## config.mk

```make
export PLATFORM = sky130hd
export DESIGN_NAME = set_assoc_cache_flat
export DESIGN_NICKNAME = d
export VERILOG_FILES = /design/src/rtl/set_assoc_cache_if.sv /design/src/rtl/set_assoc_cache.sv /design/src/flat_wrapper.sv
export SDC_FILE = /design/constraint.sdc
export NUM_CORES = 1
export LEC_CHECK = 0
export CORE_MARGIN = 2
export CORE_UTILIZATION = 30
export CTS_CLUSTER_DIAMETER = 120
export CTS_CLUSTER_SIZE = 24
export DETAILED_ROUTE_END_ITERATION = 8
export PLACE_DENSITY = 0.47
export SETUP_SLACK_MARGIN = 0.02
export SLEW_MARGIN = 40
export SYNTH_ARGS = -nofsm -noshare
export SYNTH_HDL_FRONTEND = slang
export SYNTH_SLANG_ARGS = --single-unit
export TNS_END_PERCENT = 10
```

## constraint.sdc

```tcl
create_clock -name clock -period 9 [get_ports clock]
set_clock_uncertainty 0.15 [all_clocks]
set_input_delay 1.8 -clock clock [delete_from_list [all_inputs] [get_ports clock]]
set_output_delay 1.8 -clock clock [all_outputs]
set_load 0.02 [all_outputs]
```

## src/rtl/set_assoc_cache_if.sv

```systemverilog
// Request/response bus for set_assoc_cache: valid/ready request in, one-cycle response pulse out.
interface set_assoc_cache_if #(
    parameter int unsigned ADDR_WIDTH = 8,
    parameter int unsigned LINE_WIDTH = 32
);
    logic                  req_valid;
    logic                  req_ready;
    logic                  req_write;
    logic [ADDR_WIDTH-1:0] in_addr;
    logic [LINE_WIDTH-1:0] in_val;
    logic                  resp_valid;
    logic                  hit;
    logic [LINE_WIDTH-1:0] out_val;

    modport master (
        output req_valid, req_write, in_addr, in_val,
        input  req_ready, resp_valid, hit, out_val
    );

    modport slave (
        input  req_valid, req_write, in_addr, in_val,
        output req_ready, resp_valid, hit, out_val
    );
endinterface

```

## src/rtl/set_assoc_cache.sv

```systemverilog
// SETS x WAYS set-associative cache array with per-set CLOCK (second-chance) replacement.
// Optional hit/miss statistics counters are built when CACHE_STATS_EN is defined.
module set_assoc_cache #(
    parameter int unsigned ADDR_WIDTH = 8,
    parameter int unsigned LINE_WIDTH = 32,
    parameter int unsigned SETS       = 4,
    parameter int unsigned WAYS       = 2,
    parameter int unsigned STAT_WIDTH = 16
) (
    input  logic                  clock,
    input  logic                  reset_n,
    set_assoc_cache_if.slave      bus
`ifdef CACHE_STATS_EN
    ,
    output logic [STAT_WIDTH-1:0] hit_count,
    output logic [STAT_WIDTH-1:0] miss_count
`endif
);
    localparam int unsigned IDX_W = $clog2(SETS);
    localparam int unsigned TAG_W = ADDR_WIDTH - IDX_W;
    localparam int unsigned WAY_W = $clog2(WAYS);

    if (SETS < 2 || (SETS & (SETS - 1)) != 0 || IDX_W >= ADDR_WIDTH) begin : g_chk_sets
        $error("SETS must be a power of two >= 2 and narrower than the address");
    end
    if (WAYS < 2) begin : g_chk_ways
        $error("WAYS must be >= 2");
    end
    if (STAT_WIDTH < 1) begin : g_chk_stat
        $error("STAT_WIDTH must be >= 1");
    end

    typedef enum logic [0:0] {
        ST_IDLE  = 1'b0,
        ST_EVICT = 1'b1
    } state_t;

    state_t                r_state;
    state_t                w_state_nxt;

    logic                  r_valid [SETS][WAYS];
    logic                  r_ref   [SETS][WAYS];
    logic [TAG_W-1:0]      r_tag   [SETS][WAYS];
    logic [LINE_WIDTH-1:0] r_data  [SETS][WAYS];
    logic [WAY_W-1:0]      r_ptr   [SETS];

    logic [IDX_W-1:0]      r_req_idx;
    logic [TAG_W-1:0]      r_req_tag;
    logic [LINE_WIDTH-1:0] r_req_val;

    logic                  r_resp_valid;
    logic                  r_hit;
    logic [LINE_WIDTH-1:0] r_out_val;

    logic [IDX_W-1:0]      w_idx;
    logic [TAG_W-1:0]      w_tag;
    logic                  w_hit;
    logic [WAY_W-1:0]      w_hit_way;
    logic                  w_free;
    logic [WAY_W-1:0]      w_free_way;
    logic [WAY_W-1:0]      w_ev_way;

    logic                  w_accept;
    logic                  w_resp;
    logic                  w_resp_hit;
    logic [LINE_WIDTH-1:0] w_resp_data;
    logic                  w_upd;
    logic [IDX_W-1:0]      w_upd_idx;
    logic [WAY_W-1:0]      w_upd_way;
    logic [TAG_W-1:0]      w_upd_tag;
    logic [LINE_WIDTH-1:0] w_upd_data;
    logic                  w_touch;
    logic                  w_clr;
    logic                  w_adv;

    assign w_idx    = bus.in_addr[IDX_W-1:0];
    assign w_tag    = bus.in_addr[ADDR_WIDTH-1:IDX_W];
    assign w_ev_way = r_ptr[r_req_idx];

    assign bus.resp_valid = r_resp_valid;
    assign bus.hit        = r_hit;
    assign bus.out_val    = r_out_val;

    // Scan downward so the lowest-index invalid way wins the fill.
    always_comb begin
        w_hit      = 1'b0;
        w_hit_way  = '0;
        w_free     = 1'b0;
        w_free_way = '0;
        for (int w = WAYS - 1; w >= 0; w--) begin
            if (r_valid[w_idx][w] && (r_tag[w_idx][w] == w_tag)) begin
                w_hit     = 1'b1;
                w_hit_way = WAY_W'(w);
            end
            if (!r_valid[w_idx][w]) begin
                w_free     = 1'b1;
                w_free_way = WAY_W'(w);
            end
        end
    end

    always_ff @(posedge clock or negedge reset_n) begin
        if (!reset_n) r_state <= ST_IDLE;
        else          r_state <= w_state_nxt;
    end

    always_comb begin
        w_state_nxt   = r_state;
        bus.req_ready = (r_state == ST_IDLE);
        w_accept      = 1'b0;
        w_resp        = 1'b0;
        w_resp_hit    = 1'b0;
        w_resp_data   = '0;
        w_upd         = 1'b0;
        w_upd_idx     = w_idx;
        w_upd_way     = w_hit_way;
        w_upd_tag     = w_tag;
        w_upd_data    = bus.in_val;
        w_touch       = 1'b0;
        w_clr         = 1'b0;
        w_adv         = 1'b0;
        case (r_state)
            ST_IDLE: begin
                if (bus.req_valid) begin
                    w_accept = 1'b1;
                    if (!bus.req_write) begin
                        w_resp     = 1'b1;
                        w_resp_hit = w_hit;
                        if (w_hit) begin
                            w_resp_data = r_data[w_idx][w_hit_way];
                            w_touch     = 1'b1;
                        end
                    end else if (w_hit) begin
                        w_upd      = 1'b1;
                        w_resp     = 1'b1;
                        w_resp_hit = 1'b1;
                    end else if (w_free) begin
                        w_upd     = 1'b1;
                        w_upd_way = w_free_way;
                        w_resp    = 1'b1;
                    end else begin
                        w_state_nxt = ST_EVICT;
                    end
                end
            end
            ST_EVICT: begin
                // Second chance: a set ref bit buys the line one more sweep.
                w_upd_idx  = r_req_idx;
                w_upd_way  = w_ev_way;
                w_upd_tag  = r_req_tag;
                w_upd_data = r_req_val;
                w_adv      = 1'b1;
                if (r_ref[r_req_idx][w_ev_way]) begin
                    w_clr = 1'b1;
                end else begin
                    w_upd       = 1'b1;
                    w_resp      = 1'b1;
                    w_state_nxt = ST_IDLE;
                end
            end
            default: w_state_nxt = ST_IDLE;
        endcase
    end

    always_ff @(posedge clock or negedge reset_n) begin
        if (!reset_n) begin
            for (int s = 0; s < SETS; s++) begin
                for (int w = 0; w < WAYS; w++) begin
                    r_valid[s][w] <= 1'b0;
                    r_ref[s][w]   <= 1'b0;
                end
                r_ptr[s] <= '0;
            end
            r_resp_valid <= 1'b0;
            r_hit        <= 1'b0;
            r_out_val    <= '0;
        end else begin
            r_resp_valid <= w_resp;
            if (w_resp) begin
                r_hit     <= w_resp_hit;
                r_out_val <= w_resp_data;
            end
            if (w_upd) begin
                r_valid[w_upd_idx][w_upd_way] <= 1'b1;
                r_ref[w_upd_idx][w_upd_way]   <= 1'b1;
            end
            if (w_touch) r_ref[w_idx][w_hit_way] <= 1'b1;
            if (w_clr)   r_ref[w_upd_idx][w_upd_way] <= 1'b0;
            if (w_adv) begin
                r_ptr[r_req_idx] <= (r_ptr[r_req_idx] == WAY_W'(WAYS - 1)) ? '0
                                    : r_ptr[r_req_idx] + 1'b1;
            end
        end
    end

    // Line contents and the latched request need no reset.
    always_ff @(posedge clock) begin
        if (w_upd) begin
            r_tag[w_upd_idx][w_upd_way]  <= w_upd_tag;
            r_data[w_upd_idx][w_upd_way] <= w_upd_data;
        end
        if (w_accept) begin
            r_req_idx <= w_idx;
            r_req_tag <= w_tag;
            r_req_val <= bus.in_val;
        end
    end

`ifdef CACHE_STATS_EN
    logic [STAT_WIDTH-1:0] r_hit_cnt;
    logic [STAT_WIDTH-1:0] r_miss_cnt;

    always_ff @(posedge clock or negedge reset_n) begin
        if (!reset_n) begin
            r_hit_cnt  <= '0;
            r_miss_cnt <= '0;
        end else if (w_resp) begin
            if (w_resp_hit && (r_hit_cnt != '1))   r_hit_cnt  <= r_hit_cnt + 1'b1;
            if (!w_resp_hit && (r_miss_cnt != '1)) r_miss_cnt <= r_miss_cnt + 1'b1;
        end
    end

    assign hit_count  = r_hit_cnt;
    assign miss_count = r_miss_cnt;
`endif
endmodule
```

## src/flat_wrapper.sv

```systemverilog
// flat-port wrapper written by rule: the top's interface ports become plain ports
module set_assoc_cache_flat 
#(
    parameter int unsigned ADDR_WIDTH = 8,
    parameter int unsigned LINE_WIDTH = 32,
    parameter int unsigned SETS       = 4,
    parameter int unsigned WAYS       = 2,
    parameter int unsigned STAT_WIDTH = 16
)
  (clock, reset_n, bus_req_valid, bus_req_write, bus_in_addr, bus_in_val, bus_req_ready, bus_resp_valid, bus_hit, bus_out_val);
  set_assoc_cache_if #(.ADDR_WIDTH(ADDR_WIDTH), .LINE_WIDTH(LINE_WIDTH)) bus_i ();
  input  logic clock;
  input  logic reset_n;
  input wire logic [$bits(bus_i.req_valid)-1:0] bus_req_valid;
  input wire logic [$bits(bus_i.req_write)-1:0] bus_req_write;
  input wire logic [$bits(bus_i.in_addr)-1:0] bus_in_addr;
  input wire logic [$bits(bus_i.in_val)-1:0] bus_in_val;
  output wire logic [$bits(bus_i.req_ready)-1:0] bus_req_ready;
  output wire logic [$bits(bus_i.resp_valid)-1:0] bus_resp_valid;
  output wire logic [$bits(bus_i.hit)-1:0] bus_hit;
  output wire logic [$bits(bus_i.out_val)-1:0] bus_out_val;
  assign bus_i.req_valid = bus_req_valid;
  assign bus_i.req_write = bus_req_write;
  assign bus_i.in_addr = bus_in_addr;
  assign bus_i.in_val = bus_in_val;
  assign bus_req_ready = bus_i.req_ready;
  assign bus_resp_valid = bus_i.resp_valid;
  assign bus_hit = bus_i.hit;
  assign bus_out_val = bus_i.out_val;
  set_assoc_cache #(.ADDR_WIDTH(ADDR_WIDTH), .LINE_WIDTH(LINE_WIDTH), .SETS(SETS), .WAYS(WAYS), .STAT_WIDTH(STAT_WIDTH)) u_core (.clock(clock), .reset_n(reset_n), .bus(bus_i));
endmodule
```

==> Word-level counts from Yosys, hierarchy flattened <==
Memories as Yosys holds them, arrays and structs flattened.
Cells that the tools add are included.
{ "op_classes": {"addsub": 1, "n_lt_le_gt_ge": 11, "eq_ne": 2, "muxes": 81, "n_bitwise": 12, "n_reduce_logical": 7} }
{ "ops": {"columns": ["op", "n"], "rows": [
  ["32-bit two-way mux", 9],
  ["64-bit two-way mux", 1],
  ["1-bit two-way mux", 43],
  ["32-bit demux with 1-bit select", 1],
  ["8-bit two-way mux", 3],
  ["8-bit OR", 3],
  ["2-bit two-way mux", 7],
  ["6-bit == test", 2],
  ["12-bit two-way mux", 1],
  ["6-bit two-way mux", 2],
  ["3-bit greater-or-equal comparator (second input constant)", 3],
  ["3-bit by 1-bit < comparator with 1-bit output (second input constant)", 3],
  ["2-bit inverter with 3-bit output", 3],
  ["8-bit AND", 1],
  ["2-bit binary-select mux with 2-bit select", 2],
  ["2-bit demux with 2-bit select", 2],
  ["8-bit inverter", 1],
  ["1-bit one-hot mux with 2 select lines", 4],
  ["1-bit logical AND", 7],
  ["6-bit demux with 1-bit select", 1],
  ["2-bit greater-or-equal comparator (second input constant)", 3],
  ["1-bit inverter with 2-bit output", 3],
  ["4-bit bitwise mux", 1],
  ["2-bit by 1-bit < comparator with 1-bit output (second input constant)", 2],
  ["other kinds (5)", 6]
]} }
{ "word_totals": {"regBits": 95, "ram_bits": 304, "input_bits": 44, "out_inout_bits": 35, "wordCells": 143, "n_memories": 2} }
{ "mem_list": {"columns": ["memory", "words", "word_bits", "read_ports", "rd_clocked_by_memory_dff", "wr", "line_no", "source"], "rows": [
  ["u_core.r_data", 4, 64, 1, 0, 1, "set_assoc_cache.sv:44", "logic [LINE_WIDTH-1:0] r_data [SETS][WAYS];"],
  ["u_core.r_tag", 4, 12, 1, 0, 1, "set_assoc_cache.sv:43", "logic [TAG_W-1:0] r_tag [SETS][WAYS];"]
]} }

==> Depth between registers and ports, before layout <==
{ "depth": {"word_depth": 25, "ltp_mapped": 10, "depth_no_buf": 7} }

==> Worst setup path before layout <==
Ideal clock, no wire load.
{ "synth_timing": {"kind": "input to register", "start": "in bus_in_addr[0]", "end": "mem u_core.r_data[0][0] (netlist bit) (enable)", "setup_time_ns": 0.393, "t_arrival_ns": 4.629, "required_ns": 8.457, "path_slack_ns": 3.829, "stages": 8, "n_path_buf": 1, "cell_sequence": "buf_6 > mux4_2 > xnor2_1 > nand4_1 > nor4_4 > o311ai_1 > a221o_1 > inv_1"} }
{ "synth_via": {"elab_chain_cells": 18, "elab_cells_between_ends": 34, "classes_between": "order compare: 2; eq/ne: 2; mux: 24; bitwise: 2; reduce/logical: 3; memory: 1"} }
{ "synth_rtl": {"columns": ["item", "line_no", "source"], "rows": [
  ["from (decl)", "flat_wrapper.sv:16", "input wire logic [$bits(bus_i.in_addr)-1:0] bus_in_addr;"],
  ["branches (longest 18 deep; another with memory read 4 x 12 bit)", null, null],
  ["to (decl)", "set_assoc_cache.sv:44", null]
]} }
Parallel ways; which one is timed is not known. The select of a mux whose other input is x is not followed.

==> Worst setup path in the final report <==
{ "layout_timing": {"start": "in bus_in_addr[0]", "end": "mem u_core.r_data[0][35] (netlist bit) (enable)"} }
Same word-level chain as after synthesis.

==> flow_summary_export.csv <==
group,metric,value,unit
run_status,status,"complete, no violations",
drt,ant_nets,0,
clock_network,ctsLongestPathBuffers,3,
logic_synthesis,syn_area_per_cell,20.2,sq um
timing,finalCriticalPeriod,5330,ps
critical_path,crit_arrival,5380,ps
grt,grt_start_max_net_pins,60,
layout,regArea,11700,sq um
logic_synthesis,async_flop_share,13.8,%
floorplanning,row_count,83,
logic_synthesis,ys_seq_elements,399,
layout,multi_input_area,3580,sq um
drt,drt_iter0_markers,441,
critical_path,slowest_delay,640,ps
logic_synthesis,yosys.area_share.simple,2.35,%
grt,grt_pass1_vias,7798,
critical_path,critical-path-top-delay-family,"buffers and inverters",
pwr,pwr-share-comb,18.3,%
logic_synthesis,syn_nets,811,
grt,antenna_found_initial,0,
floorplanning,initial_utilization,30.3,%
critical_path,critical_path.max_fanout,59,
timing,layout_setup_ws,3670,ps
critical_path,worstSetupStartpointType,"input pin",
critical_path,cp-end-kind,"flop",
pwr,peakVddDrop,0.000116,V
critical_path,crit_buf_inv,3,
clock_network,cts_made_buffers,20,
placed_design,port_buffers,78,
placed_design,gp_congestion,0.755,
timing,setup_viol,0,
layout,finish.instance_area,17700,sq um
clock_network,cts-htree-levels,1,
job,max-cap-violations,0,
layout,drive_gt1_share,19.7,%
pwr,p_int,3050,uW
pwr,p_sw_share,27.1,%
clock_network,cts_tree,"built",
logic_synthesis,synth_top_family_by_area,"multiplexers",
logic_synthesis,synth_most_common_cell,"edfxtp_1",
pwr,p_sw,1140,uW
floorplanning,ioPinCount,79,
placed_design,dp_hpwl,19.0,mm
floorplanning,fp.coreArea,51100,sq um
timing,tns,0,ps
clock_network,cts_sinks,399,
timing,tightest_slew,768,ps
critical_path,crit_path_top_delay_cell,"nor4_4",
logic_synthesis,synthMuxAreaShare,16.7,%
layout,nets,883,
drt,drc_errors,0,
logic_synthesis,ys_types,40,
clock_network,cts_setup_buffers,0,
logic_synthesis,synth_fa_ha_area_share,0,%
logic_synthesis,synth.top_cells.by_count,"edfxtp_1 (344), mux4_2 (81), dfrtp_1 (55), nand2_1 (39), mux2_2 (38)",
logic_synthesis,synth_top_area_share,66.8,%
timing,drv_slew,0,
critical_path,cp_cell_sequence,"buf_8, mux4_2, xnor2_1, nand4_1, nor4_4, o311a_1, o211ai_1, inv_2, buf_4",
critical_path,cp.required,9050,ps
clock_network,cts_root_buf,"clkbuf_16",
logic_synthesis,synth-compound-area-share,2.99,%
layout,diodes,0,
layout,syn_to_final_growth,14.1,%
clock_network,clk_latency,540,ps
timing,rsz0062_at_grt,"false",
placed_design,place_area,17100,sq um
logic_synthesis,seq_area_frac_synth,75.7,%
drt,drt_pre_antenna_iters,4,
drt,wire_per_inst,21.6,um
logic_synthesis,yosysTopAreaCell,"edfxtp_1",
clock_network,hold_buffers,0,
clock_network,cts_resized,0,
pwr,leakagePower,0.00581,uW
floorplanning,dieArea,53400,sq um
logic_synthesis,synth_area_leaders,"edfxtp_1 (67%), mux4_2 (12%), dfrtp_1 (8.9%)",
logic_synthesis,netlist_instances,767,
pwr,seqPwrFrac,57.5,%
logic_synthesis,synth_xor_area_share,0.906,%
min_path,hp-class,"reg2reg",
pwr,cellPowerDensity,237,nW/um^2
drt,routed_wl,33.2,mm
logic_synthesis,ys_warn_count,0,
placed_design,dp_slack,3000,ps
timing,fmax,0.188,GHz
clock_network,cts.clk_slew.worst_paths,100,ps
logic_synthesis,ys.flop_type,"edfxtp_1",
drt,vias_per_cell,4.69,
logic_synthesis,syn-cell-area,15500,sq um
logic_synthesis,synth_edf_count,344,
timing,relSlewSlack,48.8,%
layout,fill_cells,4859,
grt,gr-total-overflow,0,
floorplanning,chipHeight,231,um
pwr,clkPwrFrac,24.2,%
grt,grt_pass1_wl,50.4,mm
drt,vias,7184,
critical_path,worstSetupPathType,"in2reg",
floorplanning,die_w,231,um
grt,grtUsageTotal,12.6,%
timing,holdWs,323,ps
timing,hold_viol,0,
timing,min_period_over_period,59.2,%
[cell families (layout without fill, tap and decap cells)]
logic type,Yosys count,after routing
buf+inv,51,137
simple gates,78,78
xor+xnor,16,16
flops,399,399
compound gates,71,71
mux,152,152
[registers in the layout (all words and copies together) (netlist names)]
| signal | count |
|---|---|
| u_core.r_req_tag | 6 |
| u_core.bus.out_val | 32 |
| u_core.r_state | 1 |
| u_core.bus.hit | 1 |
| u_core.bus.resp_valid | 1 |
| u_core.r_ptr | 4 |
| u_core.r_ref | 8 |
| u_core.r_data | 256 |
| u_core.r_tag | 48 |
| u_core.r_valid | 8 |
| u_core.r_req_idx | 2 |
| u_core.r_req_val | 32 |
[layer usage]
metal | vias to the layer above | global-route usage, % | wire length [um]
met1 | 3832 | 17.1 | 15100
met3 | 31 | 1.50 | 1040
li1 | 3215 | - | -
met5 | - | 0 | 0
met4 | 0 | 3.10 | 549
met2 | 106 | 21.7 | 16500
[worst paths after layout]
path	from	endpoint	slack [ps]	cells past startpoint
worst max register to register	u_core.r_state	u_core.r_data[0][35]	5250	8
max in group asynchronous	reset_n	u_core.bus.out_val[30]	7150	1
worst min register to register	u_core.r_valid[6]	u_core.r_valid[6]	320	1
min in group asynchronous	reset_n	u_core.r_state	1110	1
worst min-delay path	u_core.r_valid[6]	u_core.r_valid[6]	320	1
worst max-delay path	bus_in_addr[0]	u_core.r_data[0][35]	3670	9
[cell type report]
type / instances / share of cell area, %
Sequential cell: 399 / 66.3
Inverter: 15 / 0.418
Timing Repair Buffer: 86 / 4.81
Clock inverter: 1 / 0.0496
Multi-Input combinational cell: 317 / 20.3
Clock buffer: 35 / 3.27
Tap cell: 680 / 4.82
[power groups by stage]
stage,clock network (uW),registers [uW],logic (uW)
after global placement,0,2450,784
after global routing,1120,2430,848
final,1010,2410,767
after CTS,1060,2410,793
after detailed placement,0,2450,793
after floorplan,0,2440,487
[stage by stage]
stage	cells	total power, uW	util (%)
detailed placement	1497	3250	33.4
finish	1533	4190	34.5
floorplan	767	2930	-
global placement	1497	3240	33.3
CTS	1533	4260	34.5
global route	1533	4400	34.5
[layout by cell type, fill, tap and decap left out, types with 3 or more instances in the layout]
cell type	synthesis	routed
nand2_1	39	39
clkdlybuf4s50_1	0	75
o211ai_1	4	4
nor2_1	16	16
nand3_1	3	3
o31ai_1	16	16
clkbuf_1	25	14
inv_1	14	5
dfrtp_1	55	54
buf_4	3	8
edfxtp_1	344	344
xor2_1	7	7
a221o_1	4	4
nand2b_1	8	8
o21ai_0	15	15
clkbuf_16	0	21
a31oi_1	4	4
a21oi_1	18	18
xnor2_1	9	9
mux2i_1	33	33
mux4_2	81	81
inv_4	0	7
mux2_2	38	38
(Power assumes the default switching activity.)
